--- src/rtl/uart_cmd_pkg.sv ---
// Shared definitions for the UART command sequencer: FSM encoding and defaults.
package uart_cmd_pkg;

  typedef enum logic [1:0] {
    IDLE    = 2'd0,
    WR_DATA = 2'd1,
    WR_REQ  = 2'd2,
    RD_REQ  = 2'd3
  } state_t;

  localparam logic [7:0] CMD_WR_DEF      = 8'h55;
  localparam logic [7:0] CMD_RD_DEF      = 8'hAA;
  localparam int         TIMEOUT_CYC_DEF = 13020;
  localparam int         CNT_W_DEF       = 16;

endpackage

--- src/rtl/cmd_timeout_cnt.sv ---
// Inter-byte timeout counter. Counts cycles since the last clear while enabled.
// tc is asserted in the cycle whose increment would bring the count to
// TIMEOUT_CYC-1, so the caller's registered reaction lands exactly
// TIMEOUT_CYC cycles after the last clear. tc is suppressed by clr, which
// lets a byte arriving on the terminal cycle win over the timeout.
module cmd_timeout_cnt #(
  parameter int TIMEOUT_CYC = 13020,
  parameter int CNT_W       = 16
) (
  input  logic s_clk,
  input  logic s_rst,
  input  logic clr,
  input  logic en,
  output logic tc
);

  localparam logic [CNT_W-1:0] LAST = CNT_W'(TIMEOUT_CYC - 2);

  logic [CNT_W-1:0] cnt;

  // Idle-cycle count; holds at LAST since the owner leaves on tc.
  always_ff @(posedge s_clk) begin
    if (s_rst || clr)
      cnt <= '0;
    else if (en && cnt != LAST)
      cnt <= cnt + CNT_W'(1);
  end

  assign tc = en && !clr && (cnt == LAST);

endmodule

--- src/rtl/uart_cmd_ctrl.sv ---
// Command sequencer: parses uart_rx bytes into write/read frames, streams
// write payload to the SDRAM write FIFO and issues req/ack requests to the
// SDRAM arbiter. Partial write frames are abandoned on inter-byte timeout.
module uart_cmd_ctrl
  import uart_cmd_pkg::*;
#(
  parameter int         WR_LEN      = 4,
  parameter logic [7:0] CMD_WR      = CMD_WR_DEF,
  parameter logic [7:0] CMD_RD      = CMD_RD_DEF,
  parameter int         TIMEOUT_CYC = TIMEOUT_CYC_DEF,
  parameter int         CNT_W       = CNT_W_DEF
) (
  input  logic       s_clk,
  input  logic       s_rst,
  input  logic       po_flag,
  input  logic [7:0] rx_data,
  output logic       wfifo_wr_en,
  output logic [7:0] wfifo_data,
  output logic       wfifo_clr,
  output logic       wr_req,
  input  logic       wr_ack,
  output logic       rd_req,
  input  logic       rd_ack,
  output logic       err_drop,
  output logic       err_timeout,
  output logic       busy
);

  localparam logic [7:0] LEN8 = 8'(WR_LEN);

  state_t     state, state_next;
  logic [7:0] bcnt, bcnt_next, bcnt_inc;
  logic       wfifo_wr_en_d, wfifo_clr_d, wr_req_d, rd_req_d;
  logic       err_drop_d, err_timeout_d;
  logic [7:0] wfifo_data_d;
  logic       to_en, to_clr, to_tc;

  // Timeout only runs inside a write frame; every received byte restarts it,
  // and being outside WR_DATA keeps it cleared so it starts fresh on entry.
  assign to_en  = (state == WR_DATA);
  assign to_clr = !to_en || po_flag;

  cmd_timeout_cnt #(
    .TIMEOUT_CYC(TIMEOUT_CYC),
    .CNT_W      (CNT_W)
  ) u_timeout (
    .s_clk(s_clk),
    .s_rst(s_rst),
    .clr  (to_clr),
    .en   (to_en),
    .tc   (to_tc)
  );

  assign bcnt_inc = bcnt + 8'd1;

  // Next-state and next-output decode; outputs are registered below.
  always_comb begin
    state_next    = state;
    bcnt_next     = bcnt;
    wfifo_wr_en_d = 1'b0;
    wfifo_data_d  = wfifo_data;
    wfifo_clr_d   = 1'b0;
    wr_req_d      = 1'b0;
    rd_req_d      = 1'b0;
    err_drop_d    = 1'b0;
    err_timeout_d = 1'b0;
    case (state)
      IDLE: begin
        if (po_flag) begin
          if (rx_data == CMD_WR) begin
            state_next = WR_DATA;
            bcnt_next  = 8'd0;
          end else if (rx_data == CMD_RD) begin
            state_next = RD_REQ;
            rd_req_d   = 1'b1;
          end else begin
            err_drop_d = 1'b1;
          end
        end
      end
      WR_DATA: begin
        if (po_flag) begin
          wfifo_wr_en_d = 1'b1;
          wfifo_data_d  = rx_data;
          bcnt_next     = (bcnt == LEN8) ? bcnt : bcnt_inc;
          // Request goes out a cycle after the last FIFO write.
          if (bcnt_inc == LEN8)
            state_next = WR_REQ;
        end else if (to_tc) begin
          state_next    = IDLE;
          wfifo_clr_d   = 1'b1;
          err_timeout_d = 1'b1;
        end
      end
      WR_REQ: begin
        // Bytes are not buffered while a request is pending.
        err_drop_d = po_flag;
        // Ack only counts once the request is visible on the port.
        if (wr_req && wr_ack)
          state_next = IDLE;
        else
          wr_req_d = 1'b1;
      end
      RD_REQ: begin
        err_drop_d = po_flag;
        if (rd_req && rd_ack)
          state_next = IDLE;
        else
          rd_req_d = 1'b1;
      end
      default: state_next = IDLE;
    endcase
  end

  // State, byte counter and output registers.
  always_ff @(posedge s_clk) begin
    if (s_rst) begin
      state       <= IDLE;
      bcnt        <= 8'd0;
      wfifo_wr_en <= 1'b0;
      wfifo_data  <= 8'h00;
      wfifo_clr   <= 1'b0;
      wr_req      <= 1'b0;
      rd_req      <= 1'b0;
      err_drop    <= 1'b0;
      err_timeout <= 1'b0;
      busy        <= 1'b0;
    end else begin
      state       <= state_next;
      bcnt        <= bcnt_next;
      wfifo_wr_en <= wfifo_wr_en_d;
      wfifo_data  <= wfifo_data_d;
      wfifo_clr   <= wfifo_clr_d;
      wr_req      <= wr_req_d;
      rd_req      <= rd_req_d;
      err_drop    <= err_drop_d;
      err_timeout <= err_timeout_d;
      busy        <= (state_next != IDLE);
    end
  end

endmodule

--- config.mk ---
export PLATFORM = sky130hd
export DESIGN_NAME = uart_cmd_ctrl
export DESIGN_NICKNAME = d
export VERILOG_FILES = /design/src/rtl/uart_cmd_pkg.sv /design/src/rtl/cmd_timeout_cnt.sv /design/src/rtl/uart_cmd_ctrl.sv
export SDC_FILE = /design/constraint.sdc
export NUM_CORES = 1
export LEC_CHECK = 0
export CAP_MARGIN = 15
export CORE_MARGIN = 2
export CORE_UTILIZATION = 40
export DETAILED_ROUTE_END_ITERATION = 10
export PLACE_DENSITY = 0.73
export SYNTH_ARGS = -nofsm -noshare
export SYNTH_HDL_FRONTEND = slang
export SYNTH_SLANG_ARGS = --single-unit
export TNS_END_PERCENT = 1
--- constraint.sdc ---
create_clock -name s_clk -period 2.4 [get_ports s_clk]
set_input_delay 0.36 -clock s_clk [delete_from_list [all_inputs] [get_ports s_clk]]
set_output_delay 0.36 -clock s_clk [all_outputs]
set_load 0.02 [all_outputs]
Word-level counts from Yosys, hierarchy flattened:

Index checks and enable logic that the tools add are counted.

* flip-flop bits (word level): 40
* input port bits: 13
* output and inout port bits: 15
* word-level logic and storage cells: 71

* add/sub/neg operators: 2
* eq/ne operators: 13
* muxes and demuxes: 26
* bitwise operators: 2
* reduce and logical (&&, ||, !) cells: 18

Operators by type and width (count)
* $mux W8: 4
* $add A16 B1 Y16 const B: 1
* $eq A16 B14 Y1 const B: 1
* $eq A8 B3 Y1 const B: 2
* $mux W2: 8
* $ne A16 B14 Y1 const B: 1
* $pmux W8 S2: 1
* $mux W1: 10
* $add A8 B1 Y8 const B: 1
* $eq A8 B7 Y1 const B: 1
* $eq A8 B8 Y1 const B: 1
* $ne A2 B2 Y1 const B: 4
* $pmux W2 S4: 1
* $reduce_or A2 Y1: 3
* $logic_and A1 B1 Y1: 5
* $reduce_and A5 Y1: 1
* $eq A2 B2 Y1 const B: 2
* $pmux W1 S2: 2
* $reduce_bool A2 Y1: 2
* $reduce_or A3 Y1: 1
* $eq A2 B1 Y1 const B: 1
* $logic_not A1 Y1: 2
* $logic_not A2 Y1: 1
* $logic_or A1 B1 Y1: 2
* other kinds (2): 3

Logic depth before layout (Yosys ltp):

* depth after elaboration: 10
* mapped depth: 10

By module:

Synthesis repeated with hierarchy kept, for this count alone.

* cell total of the unflattened synthesis: 241
* area, all modules: 2103.3 µm²

By module, submodules not included
* uart_cmd_ctrl: instances 1, cells each 148, area each 1202.4 µm², seq. area each 480.5 µm²
* cmd_timeout_cnt: instances 1, cells each 93, area each 900.9 µm², seq. area each 320.3 µm²

Least setup slack after synthesis:

Ideal clock, no wire load.

* kind: reg-to-reg
* from: reg u_timeout.cnt[0]
* to: reg u_timeout.cnt[10]
* setup time: 0.070 ns
* arrival: 1.939 ns
* data required time: 2.330 ns
* path slack: 0.391 ns
* stages on the path, launching flop included: 10
* path buffers: 2
* cell sequence: dfxtp_1 -> inv_1 -> ha_1 -> nor4b_1 -> a41o_1 -> buf_6 -> or3_4 -> buf_6 -> or3_1 -> a21oi_1

* word-level cells in the longest chain between the ends: 2

Ends and longest elaborated chain
* from (decl): RTL line cmd_timeout_cnt.sv:19 `logic [CNT_W-1:0] cnt;`
* from (signal assigned): RTL line cmd_timeout_cnt.sv:26 `cnt <= cnt + CNT_W'(1);`
* parallel branches: the longest is 2 deep, another holds $add A16 B1 Y16

Parallel ways; which one is timed is not known.
A chain may end at the register's enable or synchronous reset.

Worst setup path after layout:

* from: reg state[0]
* to: reg u_timeout.cnt[8]

* word-level cells in the longest chain between the ends: 4

Ends and longest elaborated chain
* from (decl): RTL line uart_cmd_ctrl.sv:31 `state_t state, state_next;`
* from (signal assigned): RTL line uart_cmd_ctrl.sv:129 `state <= state_next;`
* $eq A2 B1 Y1 (*): RTL line uart_cmd_ctrl.sv:40 `assign to_en = (state == WR_DATA);`
* $logic_not A1 Y1: RTL line uart_cmd_ctrl.sv:41 `assign to_clr = !to_en || po_flag;`
* $logic_or A1 B1 Y1: RTL line uart_cmd_ctrl.sv:41
* $logic_or A1 B1 Y1: RTL line cmd_timeout_cnt.sv:23 `if (s_rst || clr)`

Every way passes the cells marked *; elsewhere a longest branch is shown, timed or not.

==> results by group <==
Run status
  – Status: complete, no violations

Flow run
  – Max cap viols: 0

Cells and area
  – Fin cells: ~350
  – Fraction of layout cells with a size suffix above 1: 0.0906
  – Nets@finish: 298
  – Most frequent cells in the layout: 40 x dfxtp_1, 28 x nand2_1, 27 x nor2_1, 27 x clkdlybuf4s50_1, 21 x a21oi_1
  – # diodes: 0
  – Commonest non-fill, non-tap cell in the layout: dfxtp_1
  – Synthesis-to-layout area growth: 23.3%

Global route
  – Total grt overflow: 0
  – Vias in the first global route: about 1500
  – First-pass GRT wire length: roughly 6.7 mm
  – Antenna violations before repair: 0
  – Largest net degree at the start of global routing: 24
  – GRT Total Usage: 0.151

Clock network
  – TritonCTS clock tree: built
  – Clock-pin slew on the worst setup and hold paths: approximately 0.080 ns
  – TritonCTS Buffers: 5
  – Sinks on Clock Net: 40
  – Maximum root-to-sink buffer count: 2
  – Clk_lat worst skew: 0.30 ns
  – CTS root buffer: clkbuf_8
  – H-tree levels: 2

Min path
  – Worst hold-check path type: flip-flop to flip-flop
  – HP Start: wfifo_data[2]$_SDFFE_PP0P_

Power
  – Net load switching power: 0.000308 W
  – Total power: 0.00137 W
  – PwrDens: ~540 nW/µm²
  – Clock share of power: 0.428
  – Comb power frac: 0.080
  – Pint: roughly 0.0011 W
  – Sequential share of power: 0.492
  – Peak VDD IR: about 0.25 mV
  – LEAKAGE: 0.831 nW
  – Sw frac: 0.224

Worst setup path
  – CP Data Arrival Time: roughly 2.4 ns
  – CP startpoint: state[0]$_SDFF_PP0_
  – CP Class: flip-flop to flip-flop
  – Crit start category: flip-flop
  – Setup crit end kind: flip-flop
  – RR Startpoint: state[0]$_SDFF_PP0_
  – CP max FO: 10
  – Data required, critical path: approximately 2.6 ns

Route
  – First drt pass iteration count: 5
  – Avg WL per Cell: approximately 12 µm
  – Vias per inst: between 5 and 6
  – Residual DRC count: 0
  – Starting DRT DRC Count: 79
  – DRT antenna net count: 0
  – WL final: 4.29 mm
  – Via count: about 1800

Floorplanning
  – Core footprint: between 5000 and 6000 µm²
  – I/O pin total: 28
  – Die Area: around 5700 µm²
  – Row count: 26
  – Die Ht: about 75 µm
  – Initial core utilization: 0.408
  – Die W: about 75 µm

Timing
  – Ratio of final minimum period to clock period: 0.911
  – Pin slew with the least headroom to its limit: 0.579 ns
  – Slew HR: 0.614
  – Final setup fails: 0
  – Post-layout min period: around 2.2 ns
  – RSZ-0062 raised after global routing: false
  – Setup ws final: between 0.2 and 0.25 ns
  – Layout Skew: between 0.01 and 0.015 ns
  – Final hold vios: 0
  – FMAX: roughly 460 MHz
  – Final Max Tran Viols: 0
  – TNS Setup: 0 ns

Synth
  – Sequential-to-total area share from yosys stat: 0.392
  – Most used DFF post-synth: dfxtp_1
  – Yosys cell types: 45
  – Synth top area share: 0.392
  – Yosys reg bits: 40
  – Cell taking the most area after synthesis: dfxtp_1
  – Asr flop ratio synth: 0
  – Syn Nets: between 200 and 300
  – Post-synth EDFFs: 0
  – Syn Std Cell Area: about 2000 µm²
  – Mapped Avg Cell Area: 8.31 µm²
  – Synth top area cells: dfxtp_1 39%, ha_1 6.1%, a21oi_1 5.1%
  – Yosys warns: 0
  – Mapped Cells: around 250

Placed design
  – Pre-CTS setup slack: between 0.09 and 0.1 ns
  – Cells after DPL: 338
  – DP HPWL: roughly 3.0 mm
  – Gp weighted congestion: 0.842
  – # port buffers: 27
## repair_timing
item                                    4_1_cts  5_1_grt
setup buffers                                 0        0
gates resized for setup                       0        2
endpoints found under the setup margin        0        6
hold buffers                                  0        0
## cell usage after synthesis (all sizes together) (2+ instances only)
cell type,count
or4bb,4
ha,10
xnor2,10
nand2,28
nor4,4
nand3,18
nand4,5
nor3,5
a31oi,2
o311a,2
and4b,2
and3,4
xor2,5
clkbuf,7
dfxtp,40
nand2b,2
inv,9
a21oi,21
o21ai,9
buf,5
nor2,27
or3,10
## layout make-up
class                           instances  area, µm²
Clock buffer                            6       82.6
Sequential cell                        40        801
Clock inverter                          2       38.8
Multi-Input combinational cell        185       1150
Fill cell                             501       2490
Tap cell                               70       87.6
Inverter                                9       33.8
Timing Repair Buffer                   34        323
## critical path, cell delays in order, from the launching register on
cell and delay [ns]:
dfxtp_1 0.45, ha_2 0.28, inv_1 0.12, a41o_1 0.34, or3_4 0.48, or3_1 0.32, a21oi_1 0.13
## power groups by stage
| stage | Clock [W] | Combinational, W | Sequential, W |
|---|---|---|---|
| 2_1_floorplan | 0 | 0.0000520 | 0.000698 |
| 3_3_place_gp | 0 | 0.000107 | 0.000691 |
| 3_5_place_dp | 0 | 0.000108 | 0.000692 |
| 4_1_cts | 0.000607 | 0.000109 | 0.000676 |
| 5_1_grt | 0.000622 | 0.000120 | 0.000677 |
| 6_report | 0.000587 | 0.000109 | 0.000676 |
## layer usage
layer	track usage	vias to the layer above	wire, µm
met5	0	-	0
met2	0.233	26	1970
met1	0.207	853	2130
met3	0.0317	8	116
li1	-	924	-
met4	0.0585	0	78
## sequential cells by signal, indices dropped and copies added, names as in the netlist
signal,flops
err_timeout,1
busy,1
state,2
wfifo_data,8
err_drop,1
wr_req,1
wfifo_wr_en,1
rd_req,1
bcnt,8
u_timeout.cnt,16
## logic make-up (layout without fill, tap and decap cells)
logic type,after synthesis,in the layout,share of synthesized area
compound gates,43,43,0.127
xor+xnor,15,15,0.0643
fa+ha+maj,10,10,0.0612
buf+inv,21,51,0.0477
flops,40,40,0.392
mux,1,1,0.00551
simple gates,116,116,0.303
## final timing paths
check                                                endpoint  slack (ns)  depth (start not counted)
worst min register to register     wfifo_data[2]$_SDFFE_PP0P_        0.46                          2
worst min-delay path               wfifo_data[2]$_SDFFE_PP0P_        0.46                          2
worst max register to register  u_timeout.cnt[8]$_SDFFE_PP0P_        0.21                          6
worst max-delay path            u_timeout.cnt[8]$_SDFFE_PP0P_        0.21                          6
## metrics by stage
stage                     area (µm²)  utilization  hold slack, ns
final                           2520        0.503           0.462
after global routing            2520        0.503           0.480
after CTS                       2510        0.501           0.461
after detailed placement        2390        0.477           0.450
after global placement          2390        0.477           0.442
after floorplan                 2040            -           0.429
Power figures use the tool's default switching activity.
